File: config.mk
export PLATFORM = sky130hd
export DESIGN_NAME = psum_drain_784x64_flat
export DESIGN_NICKNAME = d
export VERILOG_FILES = /design/src/rtl/psum_drain_784x64_if.sv /design/src/rtl/psum_drain_784x64.sv /design/src/flat_wrapper.sv
export SDC_FILE = /design/constraint.sdc
export NUM_CORES = 1
export LEC_CHECK = 0
export CORE_AREA = 4 4 412 414
export CTS_BUF_LIST = sky130_fd_sc_hd__clkbuf_16
export CTS_CLUSTER_SIZE = 24
export DETAILED_ROUTE_END_ITERATION = 10
export DIE_AREA = 0 0 416 418
export SETUP_SLACK_MARGIN = 0.1
export SYNTH_ARGS = -nofsm -noshare
export SYNTH_HDL_FRONTEND = slang
export SYNTH_SLANG_ARGS = --single-unit
File: constraint.sdc
create_clock -name clk -period 4.6 [get_ports clk]
set_input_delay 0.92 -clock clk [delete_from_list [all_inputs] [get_ports clk]]
set_output_delay 0.92 -clock clk [all_outputs]
set_load 0.01 [all_outputs]
File: src/rtl/psum_drain_784x64_if.sv
// psum_drain_784x64_if: valid/ready word stream carrying one drained lane per transfer
interface psum_drain_784x64_if #(
  parameter int DW = 16,
  parameter int IW = 6
) ();
  logic          valid;
  logic          ready;
  logic [DW-1:0] data;
  logic [IW-1:0] idx;
  logic          last;
  modport master (output valid, data, idx, last, input ready);
  modport slave (input valid, data, idx, last, output ready);
endinterface

File: src/rtl/psum_drain_784x64.sv
// psum_drain_784x64: snapshot the PE-array psum bus on a finish edge and stream its lanes out with optional ReLU
module psum_drain_784x64 #(
  parameter int N_OUT = 64,
  parameter int DW    = 16,
  parameter int RELU  = 1
) (
  input  logic                   clk,
  input  logic                   rst,
  input  logic                   finish,
  input  logic [N_OUT*DW-1:0]    psum,
  psum_drain_784x64_if.master    stream,
  output logic                   busy,
  output logic                   overrun
);
  localparam int IW = $clog2(N_OUT);
  localparam logic [IW-1:0] LAST_IDX = IW'(N_OUT - 1);
  typedef enum logic {IDLE, DRAIN} state_t;
  state_t              state, state_nxt;
  logic [IW-1:0]       idx, idx_nxt;
  logic [N_OUT*DW-1:0] snap, snap_nxt;
  logic                finish_d, overrun_nxt, last, last_nxt;
  logic                start, xfer;
  logic [DW-1:0]       word;
  assign start = finish & ~finish_d;
  assign xfer  = (state == DRAIN) & stream.ready;
  assign word  = snap[idx*DW +: DW];
  assign busy  = state == DRAIN;
  assign stream.valid = state == DRAIN;
  assign stream.idx   = idx;
  assign stream.last  = last;
  assign stream.data  = (state == DRAIN && !(RELU != 0 && word[DW-1])) ? word : '0;
  // A start that lands on the final transfer re-arms the drain with no bubble; any other start while draining is dropped and flagged
  always_comb begin
    state_nxt   = state;
    idx_nxt     = idx;
    snap_nxt    = snap;
    overrun_nxt = overrun;
    if (state == IDLE) begin
      if (start) begin
        state_nxt = DRAIN;
        idx_nxt   = '0;
        snap_nxt  = psum;
      end
    end else if (xfer && idx == LAST_IDX) begin
      idx_nxt   = '0;
      state_nxt = start ? DRAIN : IDLE;
      snap_nxt  = start ? psum : snap;
    end else begin
      idx_nxt     = xfer ? idx + 1'b1 : idx;
      overrun_nxt = overrun | start;
    end
    last_nxt = (state_nxt == DRAIN) && (idx_nxt == LAST_IDX);
  end
  // State, snapshot and flag registers; reset aborts any drain in progress
  always_ff @(posedge clk or negedge rst) begin
    if (!rst) begin
      state    <= IDLE;
      idx      <= '0;
      snap     <= '0;
      finish_d <= 1'b0;
      overrun  <= 1'b0;
      last     <= 1'b0;
    end else begin
      state    <= state_nxt;
      idx      <= idx_nxt;
      snap     <= snap_nxt;
      finish_d <= finish;
      overrun  <= overrun_nxt;
      last     <= last_nxt;
    end
  end
endmodule
File: src/flat_wrapper.sv
// flat-port wrapper written by rule: the top's interface ports become plain ports
module psum_drain_784x64_flat 
#(
  parameter int N_OUT = 64,
  parameter int DW    = 16,
  parameter int RELU  = 1
)
  (clk, rst, finish, psum, busy, overrun, stream_valid, stream_data, stream_idx, stream_last, stream_ready);
  psum_drain_784x64_if #(.DW(DW)) stream_i ();
  input  logic clk;
  input  logic rst;
  input  logic finish;
  input  logic [N_OUT*DW-1:0] psum;
  output logic busy;
  output logic overrun;
  output wire logic [$bits(stream_i.valid)-1:0] stream_valid;
  output wire logic [$bits(stream_i.data)-1:0] stream_data;
  output wire logic [$bits(stream_i.idx)-1:0] stream_idx;
  output wire logic [$bits(stream_i.last)-1:0] stream_last;
  input wire logic [$bits(stream_i.ready)-1:0] stream_ready;
  assign stream_valid = stream_i.valid;
  assign stream_data = stream_i.data;
  assign stream_idx = stream_i.idx;
  assign stream_last = stream_i.last;
  assign stream_i.ready = stream_ready;
  psum_drain_784x64 #(.N_OUT(N_OUT), .DW(DW), .RELU(RELU)) u_core (.clk(clk), .rst(rst), .finish(finish), .psum(psum), .stream(stream_i), .busy(busy), .overrun(overrun));
endmodule
==> flow_metrics.tcl <==
set metrics [dict create \
    wl_met3_um 9980 \
    synth_top_family_by_area "multiplexers" \
    clkTransAtPathRegs_ns 0.06 \
    grt_max_degree 107 \
    max_freq_ghz 0.222 \
    fin_crit_sh 0.980 \
    dr_wl_met2_um 104000 \
    syn_area_per_cell_um2 16.2 \
    place_congestion 0.866 \
    ant_nets 0 \
    p_per_area_mw_per_mm2 467 \
    h-tree-depth 3 \
    end_kind "output pin" \
    required_ns 3.68 \
    layout_commonest_cell "mux2_2" \
    whs_ns 0.315 \
    clockBufferDepth 3 \
    timing.rr.end "u_core.snap[167]" \
    reg2reg_depth 10 \
    synth_mux_area_frac 0.381 \
    drt_pre_antenna_iters 5 \
    final_core_util 0.395 \
    cp_max_fo 33 \
    grt_overflow_total 0 \
    synth_xor_area_frac 0.000370 \
    maxCapViolCount 0 \
    syn_nets 3951 \
    tritoncts "built" \
    top_layer_used "met5" \
    grt_pass1_vias 33400 \
    die_h_um 418 \
    start_util 0.285 \
    cts_root_buffer "clkbuf_16" \
    dpl.hpwl_um 152000 \
    synth-seq-area-share 0.547 \
    chipWidth_um 416 \
    synth_edf_count 0 \
    hp-class "in2async" \
    groute.usage.overall 0.218 \
    rsz0062_at_grt "true" \
    coreArea_mm2 0.166 \
    crit_type "reg2out" \
    synthCells 2922 \
    drc_errors 0 \
    hold_viol 0 \
    tightest_slew_ns 1.05 \
    io_pins 1054 \
    cts_buffers 117 \
    antenna_found_initial 81 \
    drv_slew 0 \
    vdd_drop_max_mv 0.312 \
    finalSetupViolations 0 \
    synthAdderAreaFrac 0.000264 \
    worstReg2RegStart "u_core.stream.idx[0]" \
    reg2reg_slack_ns 1.05 \
    port-buffer-count 1052 \
    async_flop_share 1.00 \
    drt_iter0_markers 1995 \
    via_per_inst 4.88 \
    vias 31200 \
    die-area_mm2 0.174 \
    cts.hold.buffers_added 0 \
    wl_um 195000 \
    startpoint "u_core.stream.idx[1]" \
    ys_seq_elements 1034 \
    final_cell_mix "mux2_2, clkdlybuf4s50_1, dfrtp_1, mux4_2, clkbuf_16" \
    min_period_ns 4.51 \
    wl_per_cell_um 30.5 \
    grt_pass1_wl_um 266000 \
    area_growth_pct 38.7 \
    rows 150 \
    cp_data_arrival_time_ns 3.59 \
    fin_worst_skew_ns 0.0417 \
    leakagePower_nw 27.2 \
    num-nets-final 5089 \
    synth.distinct_cells 63 \
    cts.sink_count 1034 \
    synth_flop_cell "dfrtp_1" \
    clk_latency_ns 0.74 \
    drive_above_1_share 0.406 \
    start_kind "flop" \
    outcome "finished, final reports clean" \
    m1WireLength_um 75800 \
    synth_compound_area_frac 0.0276 \
    relSlewSlack 0.302 \
    yosys.area_share.simple 0.0109 \
    netlist_area_mm2 0.0473 \
    yosys_warnings 0 \
    endpoint "stream_data[11]" \
]
registers in the layout (all words and copies together), names as in the netlist:
name and cells:
u_core.stream.last 1, u_core.stream.idx 6, u_core.snap 1024, u_core.overrun 1, u_core.busy 1, u_core.finish_d 1
worst min path at each step:
| stage | slack, ns | cells after the start | startpoint | to |
|---|---|---|---|---|
| after floorplan | 0.47 | 1 | u_core.snap[668] | u_core.snap[668] |
| after global placement | 0.48 | 1 | u_core.overrun | u_core.overrun |
| after detailed placement | 0.49 | 1 | u_core.snap[601] | u_core.snap[601] |
| after CTS | 0.30 | 1 | rst | u_core.snap[449] |
| after global routing | 0.32 | 1 | rst | u_core.snap[486] |
| final | 0.32 | 1 | rst | u_core.snap[486] |
power by group:
part	switching, mW	internal [mW]
clock network	3.89	4.93
logic	5.31	5.14
registers	0.926	10.5
total	10.1	20.6
per-stage QoR:
| stage | setup WS, ns | area (um^2) | instances | setup TNS, ns | total power, mW |
|---|---|---|---|---|---|
| detailed placement | -0.0970 | 60600 | 6101 | -0.212 | 21.2 |
| floorplan | 1.45 | 47300 | 2922 | 0 | 15.8 |
| CTS | -0.0423 | 65400 | 6345 | -0.103 | 31.2 |
| finish | 0.0935 | 65700 | 6393 | 0 | 30.7 |
| global route | -0.0501 | 65700 | 6384 | -0.0800 | 32.0 |
| global placement | -0.129 | 60600 | 6101 | -0.300 | 21.1 |
logic make-up (layout without fill, tap and decap cells):
family / after synthesis / in the layout
simple gates: 105 / 105
buf+inv: 216 / 1441
other cells: 1 / 43
mux: 1392 / 1392
xor+xnor: 2 / 2
fa+ha+maj: 1 / 1
flops: 1034 / 1034
compound gates: 171 / 171
Yosys cell counts (12+ instances only):
cell / count / area, um^2
buf_6: 14 / 158
buf_4: 49 / 368
a221oi_1: 21 / 184
a22oi_1: 19 / 143
nand2_1: 42 / 158
o221ai_1: 15 / 131
buf_2: 102 / 510
o21ai_0: 12 / 60.1
nor2_1: 14 / 52.6
mux2_2: 1043 / 11700
mux2i_1: 132 / 1320
mux4_1: 22 / 578
mux4_2: 194 / 4370
dfrtp_1: 1034 / 25900
clkbuf_1: 19 / 71.3
buf_12: 14 / 280
o22ai_1: 12 / 75.1
a21oi_1: 24 / 120
layout make-up:
class / count / area, um^2
Tap cell: 2204 / 2760
Antenna cell: 42 / 105
Fill cell: 15700 / 101000
Sequential cell: 1034 / 25900
Inverter: 3 / 12.5
Timing Repair Buffer: 1232 / 12800
Clock inverter: 87 / 571
Clock buffer: 119 / 2980
Multi-Input combinational cell: 1672 / 20500
layer usage:
| metal | GRT usage | vias up |
|---|---|---|
| li1 | - | 13400 |
| met1 | 0.256 | 16600 |
| met2 | 0.397 | 908 |
| met3 | 0.0486 | 270 |
| met4 | 0.0666 | 28 |
| met5 | 0 | - |
critical path, cell delays in order, from the launching register on:
cell	delay, ns
dfrtp_4	0.53
buf_12	0.19
and3b_2	0.39
buf_4	0.22
a221oi_1	0.46
o31ai_1	0.23
and3_1	0.26
nor4_4	0.39
buf_12	0.17
timing repair:
action	in CTS	in global routing
resized for setup	168	21
endpoints found under the setup margin	15	15
cloned	9	0
buffers inserted	29	6
pin swaps	19	15
No activity file was read; power rests on OpenSTA's default activity.
